**config.mk**
```make
export PLATFORM = sky130hd
export DESIGN_NAME = dmem_arbiter
export DESIGN_NICKNAME = d
export VERILOG_FILES = /design/src/rtl/dmem_arbiter.sv
export SDC_FILE = /design/constraint.sdc
export NUM_CORES = 1
export LEC_CHECK = 0
export CORE_AREA = 2 2 230 232
export DETAILED_ROUTE_END_ITERATION = 8
export DIE_AREA = 0 0 232 234
export DONT_BUFFER_PORTS = 1
export GPL_TIMING_DRIVEN = 0
export HOLD_SLACK_MARGIN = 0.1
export MAX_ROUTING_LAYER = met4
export PLACE_DENSITY = 0.3
export SETUP_SLACK_MARGIN = 0.3
export SLEW_MARGIN = 40
export SYNTH_ARGS = -nofsm -noshare
export SYNTH_HDL_FRONTEND = slang
export SYNTH_SLANG_ARGS = --single-unit
```
**constraint.sdc**
```tcl
create_clock -name clk -period 2.41 [get_ports clk]
set_input_delay 0.482 -clock clk [delete_from_list [all_inputs] [get_ports clk]]
set_output_delay 0.482 -clock clk [all_outputs]
set_load 0.02 [all_outputs]
```
**src/rtl/dmem_arbiter.sv**
```systemverilog
// Two-port round-robin arbiter and sequencer for the single-port 64-bit data memory.
// Port 0 is the CPU load/store stage; port 1 is the loader/debug (DMA) master.
// Grants are combinational. Read data is registered and returned one cycle after the grant.
module dmem_arbiter #(
  parameter int unsigned DEPTH    = 128,
  parameter int unsigned AW       = 64,
  parameter int unsigned DW       = 64,
  parameter int unsigned MAX_HOLD = 4
) (
  input  logic          clk,
  input  logic          rst_n,
  input  logic          req0,
  input  logic          req1,
  input  logic          we0,
  input  logic          we1,
  input  logic [AW-1:0] addr0,
  input  logic [AW-1:0] addr1,
  input  logic [DW-1:0] wdata0,
  input  logic [DW-1:0] wdata1,
  output logic          gnt0,
  output logic          gnt1,
  output logic          rvalid0,
  output logic          rvalid1,
  output logic [DW-1:0] rdata0,
  output logic [DW-1:0] rdata1,
  output logic          err0,
  output logic          err1,
  output logic [AW-1:0] mem_address,
  output logic [DW-1:0] mem_data_in,
  output logic          mem_read,
  output logic          mem_write,
  input  logic [DW-1:0] mem_data_out
);

  localparam int unsigned HW = $clog2(MAX_HOLD + 1);

  typedef enum logic [1:0] {StIdle, StOwn0, StOwn1} state_e;

  state_e        state_q, state_d;
  logic          last_q, last_d;
  logic [HW-1:0] hold_q, hold_d;
  logic          rvalid0_q, rvalid0_d, rvalid1_q, rvalid1_d;
  logic          err0_q, err0_d, err1_q, err1_d;
  logic [DW-1:0] rdata0_q, rdata0_d, rdata1_q, rdata1_d;

  logic          hold_ok;
  logic          any_gnt;
  logic          sel_we;
  logic [AW-1:0] sel_addr;
  logic          in_range;

  // Grant selection from the previous owner; grants are suppressed while in reset.
  always_comb begin
    gnt0    = 1'b0;
    gnt1    = 1'b0;
    hold_ok = (hold_q < HW'(MAX_HOLD));
    unique case (state_q)
      StIdle: begin
        if (req0 && req1) begin
          // Tie: the port not granted last wins.
          gnt0 = last_q;
          gnt1 = !last_q;
        end else begin
          gnt0 = req0;
          gnt1 = req1;
        end
      end
      StOwn0: begin
        if (req0 && (hold_ok || !req1)) gnt0 = 1'b1;
        else if (req1)                  gnt1 = 1'b1;
      end
      StOwn1: begin
        if (req1 && (hold_ok || !req0)) gnt1 = 1'b1;
        else if (req0)                  gnt0 = 1'b1;
      end
      default: ;
    endcase
    if (!rst_n) begin
      gnt0 = 1'b0;
      gnt1 = 1'b0;
    end
  end

  // Memory drive from the granted port; all zero when nothing is granted.
  always_comb begin
    any_gnt     = gnt0 || gnt1;
    sel_we      = gnt1 ? we1 : we0;
    sel_addr    = gnt1 ? addr1 : addr0;
    in_range    = (sel_addr < AW'(DEPTH));
    mem_address = any_gnt ? sel_addr : '0;
    mem_data_in = any_gnt ? (gnt1 ? wdata1 : wdata0) : '0;
    mem_read    = any_gnt && !sel_we;
    mem_write   = any_gnt && sel_we && in_range;
  end

  // Next owner, fairness counter and registered responses.
  always_comb begin
    state_d   = StIdle;
    last_d    = last_q;
    hold_d    = '0;
    if (gnt0) begin
      state_d = StOwn0;
      last_d  = 1'b0;
    end else if (gnt1) begin
      state_d = StOwn1;
      last_d  = 1'b1;
    end
    // hold counts repeat grants to the same owner, saturating at MAX_HOLD.
    if ((gnt0 && state_q == StOwn0) || (gnt1 && state_q == StOwn1)) begin
      hold_d = hold_ok ? hold_q + 1'b1 : hold_q;
    end

    rvalid0_d = gnt0 && !we0;
    rvalid1_d = gnt1 && !we1;
    err0_d    = gnt0 && !in_range;
    err1_d    = gnt1 && !in_range;
    rdata0_d  = rdata0_q;
    rdata1_d  = rdata1_q;
    // Out-of-range reads return zero rather than whatever the memory presents.
    if (rvalid0_d) rdata0_d = in_range ? mem_data_out : '0;
    if (rvalid1_d) rdata1_d = in_range ? mem_data_out : '0;
  end

  // State and response registers; async reset cancels any pending response.
  always_ff @(posedge clk or negedge rst_n) begin
    if (!rst_n) begin
      state_q   <= StIdle;
      last_q    <= 1'b1;
      hold_q    <= '0;
      rvalid0_q <= 1'b0;
      rvalid1_q <= 1'b0;
      err0_q    <= 1'b0;
      err1_q    <= 1'b0;
      rdata0_q  <= '0;
      rdata1_q  <= '0;
    end else begin
      state_q   <= state_d;
      last_q    <= last_d;
      hold_q    <= hold_d;
      rvalid0_q <= rvalid0_d;
      rvalid1_q <= rvalid1_d;
      err0_q    <= err0_d;
      err1_q    <= err1_d;
      rdata0_q  <= rdata0_d;
      rdata1_q  <= rdata1_d;
    end
  end

  assign rvalid0 = rvalid0_q;
  assign rvalid1 = rvalid1_q;
  assign err0    = err0_q;
  assign err1    = err1_q;
  assign rdata0  = rdata0_q;
  assign rdata1  = rdata1_q;

endmodule

```
# Yosys cells after proc, flatten, opt, wreduce, memory -nomap -nowiden
# Cells that the tools add are included.
# totals
regBits	138
output_inout_bits	264
in_bits	326
# classes
muxes	24
order_cmp	2
n_eq_ne	3
n_reduce_logical	25
addsub	1
# ops
operator	n
2-to-1 mux 64 bit	5
< comparator 64 x 8 -> 1 bit, second input constant	1
2-to-1 mux 1 bit	13
logical AND 1 bit	12
logical NOT 1 bit	7
2-to-1 mux 3 bit	2
one-hot mux 1 bit (3 select lines)	2
logical OR 1 bit	4
2-to-1 mux 2 bit	2
adder 3 x 1 -> 3 bit, second input constant	1
< comparator 3 bit, second input constant	1
== test 2 x 1 -> 1 bit, second input constant	1
== test 2 bit, second input constant	1
logical NOT 2 bit	1
!= test 2 bit, second input constant	1
nonzero test 2 bit	1

# Depth between registers and ports, before layout
# Gate-level depths: netlist of run 1.
# logic_depth
word_depth	10
depth_mapped	7

# Worst setup path after synthesis of run 1
# Ideal clock, no wire load.
# synth_timing
path_kind	input port to output port
start	input port addr1[18]
end	output port mem_write
cell_stages	5
arrival_time_ns	2.124
slack_ns	-0.196
required_ns	1.928
cell_sequence	nor4_1 nand4_1 or4_4 buf_6 o32ai_1
# synth_between
elab_chain_cells	3
# synth_lines
item	line_no	rtl
start: declaration	17	input logic [AW-1:0] addr1,
2-to-1 mux 64 bit	88	sel_addr = gnt1 ? addr1 : addr0;
< comparator 64 x 8 -> 1 bit	89	in_range = (sel_addr < AW'(DEPTH));
logical AND 1 bit	93	mem_write = any_gnt && sel_we && in_range;
end: declaration	31	output logic mem_write,
# No other way between the ends.

# Worst setup path in the final report of run 1
# layout_timing
start	register state_q[1]
end	output port mem_data_in[30]
# layout_between
elab_chain_cells	5
word_cells_on_any_way	10
classes_between	eq/ne: 2; mux: 6; reduce/logical: 2
# layout_lines
item	line_no	rtl
start: declaration	39	state_e state_q, state_d;
start signal: assignment	127	state_q <= StIdle;
start signal: assignment	137	state_q <= state_d;
== test 2 bit, or another cell as far along	57	unique case (state_q)
one-hot mux 1 bit (3 select lines)	57	
2-to-1 mux 1 bit	78	if (!rst_n) begin
2-to-1 mux 64 bit or logical OR 1 bit (tied branches)	91, 86	
2-to-1 mux 64 bit *	91	mem_data_in = any_gnt ? (gnt1 ? wdata1 : wdata0) : '0;
end: declaration	29	output logic [DW-1:0] mem_data_in,
# Mark *: on every way between the ends. The rest lies on a longest branch, timed or not.

==> run metrics, run 1 <==
clock share of power=between 40 and 50%; detailed-route vias per instance=5.05; Cell Rows=84; Seq cells post-synth=between 100 and 150; H-tree depth reported by CTS=4; count of endpoints failing hold in the final timing report=approximately 140; die outline width=~230 um; setup repair after global routing missed its margin=yes; first-pass GRT wire length=68600 um; Area Overhead vs Synth=52.0%; Yosys cell types=33; clock tree buffer depth=2; Final Worst Setup Slack=-468 ps; power density over the cells=roughly 560 nW/um^2; category of cells accounting for the largest share of critical-path delay=simple AND/OR/NAND/NOR gates; number of clock sinks seen by CTS=138; area of the core=52000 sq um; number of nets in the layout=around 1100; clk slew on worst S/H paths=around 60 ps; total routing usage reported by global routing=a little under a fifth; syn avg cell area=~10 sq um; adder and majority gate portion of the synthesized area=0.157%; share of synthesized area spent on multiplexers=less than 1%; critical path peak fanout=5; starting density of the core=15.3%; synthesized-area fraction occupied by and/or/nand/nor cells=between 4 and 5%; class of the worst hold path=in2async; NetSw=between 2000 and 2500 uW; Synth Area in Compound Gates=between 40% and 50%; data arrival time of the critical path=around 2400 ps; combinational family with the most area after synthesis=compound AO/OA/AOI/OAI gates; leakage power total=0.00517 uW; flop-to-flop setup slack=about 360 ps; Max Transition Viols Final=0; number of iterations in the first detailed-routing pass=5; Final Wtd Congestion=1.02; Vert. Die Dim=about 230 um; number of buffers and inverters on the critical path=3; via count of the first global-routing pass=between 7000 and 8000; Int Pwr=4630 uW; cell mode on critical path=sky130_fd_sc_hd__buf_16; CP Cell Sequence=or4b_4 > and4_4 > nand2_4 > inv_8 > buf_16 > buf_16 > a22o_4; worst slew pin tran=roughly 680 ps; CTS tree=yes; total negative slack for setup checks=-53110 ps; slowest cell on the critical path=sky130_fd_sc_hd__or4b_4; Largest stage delay, worst path=approximately 540 ps; number of max-cap violations=0; Syn Nets=roughly 1100; ANT nets after route=0; remaining global-route overflow=0; max-slew headroom at the worst pin=54.4%; category of the worst setup path launch point=flip-flop; Post-synth top flop=sky130_fd_sc_hd__dfrtp_1; utilization after layout=a little under a quarter; failing checks=negative hold slack, negative setup slack; Sw Ratio=31.8%; CTS buffer count=17; synthesized area=7960 sq um; warnings from Yosys=0; Wirelength per Cell=between 30 and 40 um; post-detail-place hpwl=39800 um; share of synthesized registers carrying an async set or reset=between 90% and 100%; category of the critical setup timing path=reg2out; number of flops mapped to enable cells by yosys=0; Comb power frac=between 20% and 30%; IO Pins=a little under 600; Skew-Pair Late Insertion Delay=about 440 ps; setup skew after layout=approximately 9.3 ps; full die area=approximately 54000 sq um; count of input and output buffers=0; maximum number of pins on one net before global-route repair=about 140; Min Clock Period, post-route=about 2900 ps; Finish-stage setup viols=131; synthesized instance count=about 760; number of antenna violations at the first check in global routing=4; worst hold margin=-261 ps; count of vias placed by the detailed router=around 7700; CP Data Required Time=around 1900 ps; Post-Synth XOR/XNOR Area=less than 1%; wire length after detailed routing=52700 um; Final Cycle Share=119%; fraction of the yosys area taken by sequential cells=43.4%; proportion of layout cells with a drive suffix above 1=between 40% and 50%; number of DRC markers in iteration 0=between 500 and 600; highest clock frequency the design can meet=approximately 0.35 GHz; VDD IR-drop max=447 uV; post-route DRC violation count=0; clock root buffer=sky130_fd_sc_hd__clkbuf_16; CP endpoint kind=primary output; status=complete, but fails checks; power share of the sequential group=34.6%
## flip-flops by register name, summed over array words and instances (netlist names)
signal,flops
rdata0,64
rdata1,64
hold_q,3
state_q,2
err0,1
err1,1
last_q,1
rvalid0,1
rvalid1,1
## layout make-up
class,count,area (sq um)
Antenna cell,4,10.0
Buffer,98,995
Clock buffer,23,498
Clock inverter,9,110
Fill cell,5549,39900
Inverter,70,278
Multi-Input combinational cell,456,5370
Sequential cell,138,3460
Tap cell,688,861
Timing Repair Buffer,38,518
## placed cells by master, fill, tap and decap left out, types with 11 or more instances in the layout
| master | count |
|---|---|
| sky130_fd_sc_hd__buf_6 | 17 |
| sky130_fd_sc_hd__dfrtp_1 | 134 |
| sky130_fd_sc_hd__nor4_4 | 11 |
| sky130_fd_sc_hd__o31ai_2 | 67 |
| sky130_fd_sc_hd__inv_1 | 68 |
| sky130_fd_sc_hd__o31ai_1 | 179 |
| sky130_fd_sc_hd__buf_2 | 15 |
| sky130_fd_sc_hd__buf_12 | 17 |
| sky130_fd_sc_hd__buf_4 | 22 |
| sky130_fd_sc_hd__clkbuf_16 | 25 |
| sky130_fd_sc_hd__a22o_4 | 128 |
| sky130_fd_sc_hd__clkbuf_1 | 19 |
| sky130_fd_sc_hd__clkbuf_2 | 18 |
## metrics by stage
stage               hold WS (ps)  total power (uW)  area, sq um  cells  setup slack, ps
CTS                         -297              6820        11500   1506             -520
global placement             192              3710         9580   1450             -937
finish                      -261              6790        12100   1524             -468
floorplan                    186              3310         8720    762             82.6
global route                -289              7010        12100   1524             -536
detailed placement           193              3700         9590   1450             -917
## Yosys cell counts, drive strengths merged (2+ instances only)
library cell / count / area, sq um
nor4bb: 2 / 20.0
inv: 70 / 263
or4: 2 / 22.5
and2: 2 / 12.5
clkbuf: 53 / 199
or3: 2 / 12.5
o31ai: 256 / 2120
nor3: 2 / 10.0
nand2: 4 / 15.0
dfrtp: 137 / 3430
nand4: 8 / 50.1
a22o: 128 / 1120
buf: 45 / 353
nor2: 7 / 26.3
nand3: 5 / 25.0
nor4: 26 / 163
## per-layer routing
metal	GRT usage, %	vias to the layer above	routed length [um]
met2	31.0	436	26600
met3	7.16	80	4600
met5	-	-	0
met4	9.05	0	2330
li1	-	3167	-
met1	20.0	4008	19100
## kinds of logic (layout without fill, tap and decap cells)
kind of cell               count (synthesis)  after routing
AOI/OAI and AO/OA                        389            389
xor gates and xnor gates                   1              1
adders and majority gates                  1              1
buffers and inverters                    168            238
DFF                                      138            138
muxes                                      1              1
other                                      0              4
and+or+nand+nor                           64             64
## what timing repair did
item	4_1_cts	5_1_grt
setup buffers	14	11
hold endpoints to repair	138	138
setup endpoints to repair	253	205
pin swaps	57	36
cloned	10	3
resized for setup	226	95
## final timing paths
kind / end / cells after the start / start
worst max-delay path: mem_data_in[30] / 7 / state_q[1]$_DFF_PN0_
worst min-delay path: rdata0[29]$_DFFE_PN0P_ / 0 / rst_n
worst max register to register: rdata1[44]$_DFFE_PN0P_ / 9 / state_q[1]$_DFF_PN0_
worst min register to register: last_q$_DFFE_PN1N_ / 1 / last_q$_DFFE_PN1N_
max in group asynchronous: last_q$_DFFE_PN1N_ / 0 / rst_n
min in group clk: rdata0[57]$_DFFE_PN0P_ / 2 / mem_data_out[57]
## power groups by stage
| stage | sequential (uW) | combinational, uW | clock (uW) |
|---|---|---|---|
| after floorplan | 2390 | 926 | 0 |
| after global placement | 2390 | 1320 | 0 |
| after detailed placement | 2390 | 1310 | 0 |
| after CTS | 2350 | 1620 | 2850 |
| after global routing | 2350 | 1730 | 2930 |
| final | 2350 | 1680 | 2760 |
Power figures use the tool's default switching activity.
==> run 2, diff against run 1 <==
--- a/config.mk
+++ b/config.mk
@@ -5,9 +5,10 @@
 export SDC_FILE = /design/constraint.sdc
 export NUM_CORES = 1
 export LEC_CHECK = 0
-export CORE_AREA = 2 2 230 232
+export ABC_AREA = 1
+export CORE_AREA = 2 2 231 233
 export DETAILED_ROUTE_END_ITERATION = 8
-export DIE_AREA = 0 0 232 234
+export DIE_AREA = 0 0 233 235
 export DONT_BUFFER_PORTS = 1
 export GPL_TIMING_DRIVEN = 0
 export HOLD_SLACK_MARGIN = 0.1
==> run metrics, run 2 <==
power density over the cells=604 nW/um^2; failing checks=negative hold slack, negative setup slack; Syn Nets=between 1500 and 2000; IO Pins=about 600; clk slew on worst S/H paths=60 ps; number of max-cap violations=0; number of buffers and inverters on the critical path=3; most area-consuming cells after synthesis=sky130_fd_sc_hd__dfrtp_1 42%, sky130_fd_sc_hd__nand2_1 26%, sky130_fd_sc_hd__nand3_1 8.1%; clock root buffer=sky130_fd_sc_hd__clkbuf_16; data arrival time of the critical path=roughly 2700 ps; Max Transition Viols Final=0; commonest non-fill, non-tap cells in the layout=378 x sky130_fd_sc_hd__nand2_1, 136 x sky130_fd_sc_hd__dfrtp_1, 93 x sky130_fd_sc_hd__nand3_2; starting density of the core=roughly 15%; area after detailed placement=between 10000 and 15000 sq um; category of the worst setup path launch point=flip-flop; synthesized area=between 8000 and 9000 sq um; first-pass GRT wire length=69500 um; clock tree buffer depth=2; syn avg cell area=around 6.7 sq um; Final Wtd Congestion=around 0.90; highest clock frequency the design can meet=0.317 GHz; die outline width=about 230 um; area of the core=about 52000 sq um; setup skew after layout=~5.3 ps; wire length after detailed routing=between 50000 and 60000 um; number of antenna violations at the first check in global routing=0; category of cells accounting for the largest share of critical-path delay=simple AND/OR/NAND/NOR gates; top cell types by occurrence after synthesis=551 x sky130_fd_sc_hd__nand2_1, 137 x sky130_fd_sc_hd__dfrtp_1, 130 x sky130_fd_sc_hd__nand3_1, 86 x sky130_fd_sc_hd__nor2_1, 73 x sky130_fd_sc_hd__o21ai_0; commonest non-fill, non-tap cell in the layout=sky130_fd_sc_hd__nand2_1; remaining global-route overflow=0; total routing usage reported by global routing=a little under a fifth; post-detail-place hpwl=around 40000 um; post-route non-filler standard cell count=roughly 2000; ANT nets after route=0; Final Cycle Share=131%; slowest cell on the critical path=sky130_fd_sc_hd__dfrtp_1; critical path peak fanout=7; number of flops mapped to enable cells by yosys=0; Sw Ratio=roughly 37%; worst hold margin=-251 ps; number of iterations in the first detailed-routing pass=5; Skew-Pair Late Insertion Delay=approximately 420 ps; count of vias placed by the detailed router=8646; top cell type's share of synthesized area=around 42%; Final Worst Setup Slack=-744 ps; Comb power frac=around two fifths; cell mode on critical path=sky130_fd_sc_hd__nand2_1; Wirelength per Cell=roughly 26 um; H-tree depth reported by CTS=4; Cell Count Post-Placement=about 1900; Vert. Die Dim=~240 um; status=complete, but fails checks; share of synthesized registers carrying an async set or reset=100%; NetSw=3220 uW; Finish-stage setup viols=between 200 and 300; detailed-route vias per instance=4.33; setup repair after global routing missed its margin=yes; clock share of power=34.0%; Pwr Total=just under 9000 uW; maximum number of pins on one net before global-route repair=141; full die area=between 50000 and 60000 sq um; Synth area leader=sky130_fd_sc_hd__dfrtp_1; synthesized instance count=around 1200; post-route cell area=~14000 sq um; Min Clock Period, post-route=about 3200 ps; CP Cell Sequence=inv_2 > o21ai_2 > nor2_4 > buf_12 > nand2_8 > clkbuf_16 > o21ai_4 > nand2_1 > nor2_1 > nand2_1 > nor2_2 > nand2_2 > nor3_4; proportion of layout cells with a drive suffix above 1=between 40% and 50%; Yosys cell types=26; count of endpoints failing hold in the final timing report=between 100 and 150; Cell Rows=between 80 and 90; class of the worst hold path=in2async; number of antenna cells inserted=0; category of the critical setup timing path=reg2out; power share of the sequential group=27.2%; CTS buffer count=17; fraction of the yosys area taken by sequential cells=42.8%; Int Pwr=between 5000 and 6000 uW; worst slew pin tran=740 ps; leakage power total=0.00678 uW; number of filler instances in the final layout=~5500; count of input and output buffers=0; CP endpoint kind=primary output; library cell with the highest instance count after synthesis=sky130_fd_sc_hd__nand2_1; number of DRC markers in iteration 0=414; via count of the first global-routing pass=8937; warnings from Yosys=0; post-route DRC violation count=0; Area Overhead vs Synth=78.3%; Seq cells post-synth=approximately 140; Largest stage delay, worst path=410 ps; max-slew headroom at the worst pin=50.7%; CTS tree=yes; CP Data Required Time=around 1900 ps; utilization after layout=27.6%; Post-synth top flop=sky130_fd_sc_hd__dfrtp_1; number of clock sinks seen by CTS=138; number of nets in the layout=1622; VDD IR-drop max=about 360 uV
==> run 2: cell types whose count changed in the layout (fill, tap and decap cells not counted), sizes merged, moves of 26 or more <==
cell,before,now
nand3,5,131
nor2,7,87
a22o,128,1
nand3b,0,45
o31ai,256,0
o21ai,1,84
nor4,26,0
nand2,4,553
==> run 2: worst reg2reg max path, stage by stage, from the launching register on <==
cell and delay (ps):
sky130_fd_sc_hd__dfrtp_1 410, sky130_fd_sc_hd__inv_2 130, sky130_fd_sc_hd__o21ai_2 90, sky130_fd_sc_hd__nor2_4 150, sky130_fd_sc_hd__buf_12 140, sky130_fd_sc_hd__nand2_8 100, sky130_fd_sc_hd__clkbuf_16 200, sky130_fd_sc_hd__o21ai_4 180
sky130_fd_sc_hd__nand2_1 70, sky130_fd_sc_hd__nor2_1 90, sky130_fd_sc_hd__nand2_1 70, sky130_fd_sc_hd__nor2_2 110, sky130_fd_sc_hd__nand2_2 110, sky130_fd_sc_hd__buf_4 150, sky130_fd_sc_hd__buf_4 130, sky130_fd_sc_hd__nor2_4 210
sky130_fd_sc_hd__buf_6 160, sky130_fd_sc_hd__buf_16 160, sky130_fd_sc_hd__bufbuf_16 280, sky130_fd_sc_hd__nand3_2 50, sky130_fd_sc_hd__nand2_1 70
==> run 2: cell type report <==
class / count / area [sq um] / share of cell area (%)
clock inverters: 11 / 193 / 1.34
repair buffers: 69 / 1160 / 8.08
well taps: 688 / 861 / 5.98
multi-input cells: 909 / 6770 / 47.0
plain buffers: 89 / 1210 / 8.43
clock buffers: 20 / 457 / 3.17
flip-flops and latches: 138 / 3460 / 24.0
inverters: 71 / 282 / 1.96
==> run 2: through the flow <==
stage / hold WS, ps / worst slack, ps / setup TNS, ps
floorplan: 186 / 92.7 / 0
global placement: 191 / -714 / -107480
detailed placement: 190 / -717 / -107010
CTS: -279 / -771 / -130380
finish: -251 / -744 / -135300
global route: -281 / -896 / -171790
==> run 2: path summary, 6_finish.rpt <==
path	slack (ps)	cells past startpoint	from	endpoint
setup / recovery	-740	13	state_q[0]$_DFF_PN0_	mem_write
setup reg to reg	-710	20	state_q[0]$_DFF_PN0_	rdata1[39]$_DFFE_PN0P_
min in group clk	180	2	mem_data_out[17]	rdata1[17]$_DFFE_PN0P_
hold / removal	-250	0	rst_n	rdata0[27]$_DFFE_PN0P_
max in group asynchronous	2450	0	rst_n	last_q$_DFFE_PN1N_
hold reg to reg	540	2	hold_q[1]$_DFFE_PN0P_	hold_q[1]$_DFFE_PN0P_
==> run 2: timing repair <==
action                                 4_1_cts  5_1_grt
pin swaps                                   67       41
gates cloned                                20        6
endpoints found under the hold margin      138      138
buffers inserted                            32       12
setup endpoints to repair                  266      267
gates resized for setup                    304      190
==> run 2: kinds of logic (layout without fill, tap and decap cells) <==
kind of cell    count (synthesis)  count (layout)  share of synthesized area [%]
compound gates                 89              89                           5.67
xor+xnor                        1               1                          0.109
fa+ha+maj                       1               1                          0.155
buf+inv                       160             260                           8.98
flops                         138             138                           42.8
simple gates                  817             818                           42.3
==> run 2: power by group through the flow <==
stage | sequential (uW) | combinational, uW | clock, uW
2_1_floorplan | 2400 | 1820 | 0
3_3_place_gp | 2410 | 2370 | 0
3_5_place_dp | 2410 | 2360 | 0
4_1_cts | 2370 | 3060 | 3060
5_1_grt | 2370 | 3540 | 3130
6_report | 2370 | 3370 | 2950
==> run 2: layer usage <==
metal	GRT usage, %	vias to the layer above	share of wire, %
met1	19.4	4251	37
met5	-	-	0
met4	4.17	0	2.0
met2	32.8	390	53
li1	-	3960	-
met3	6.15	45	8.8
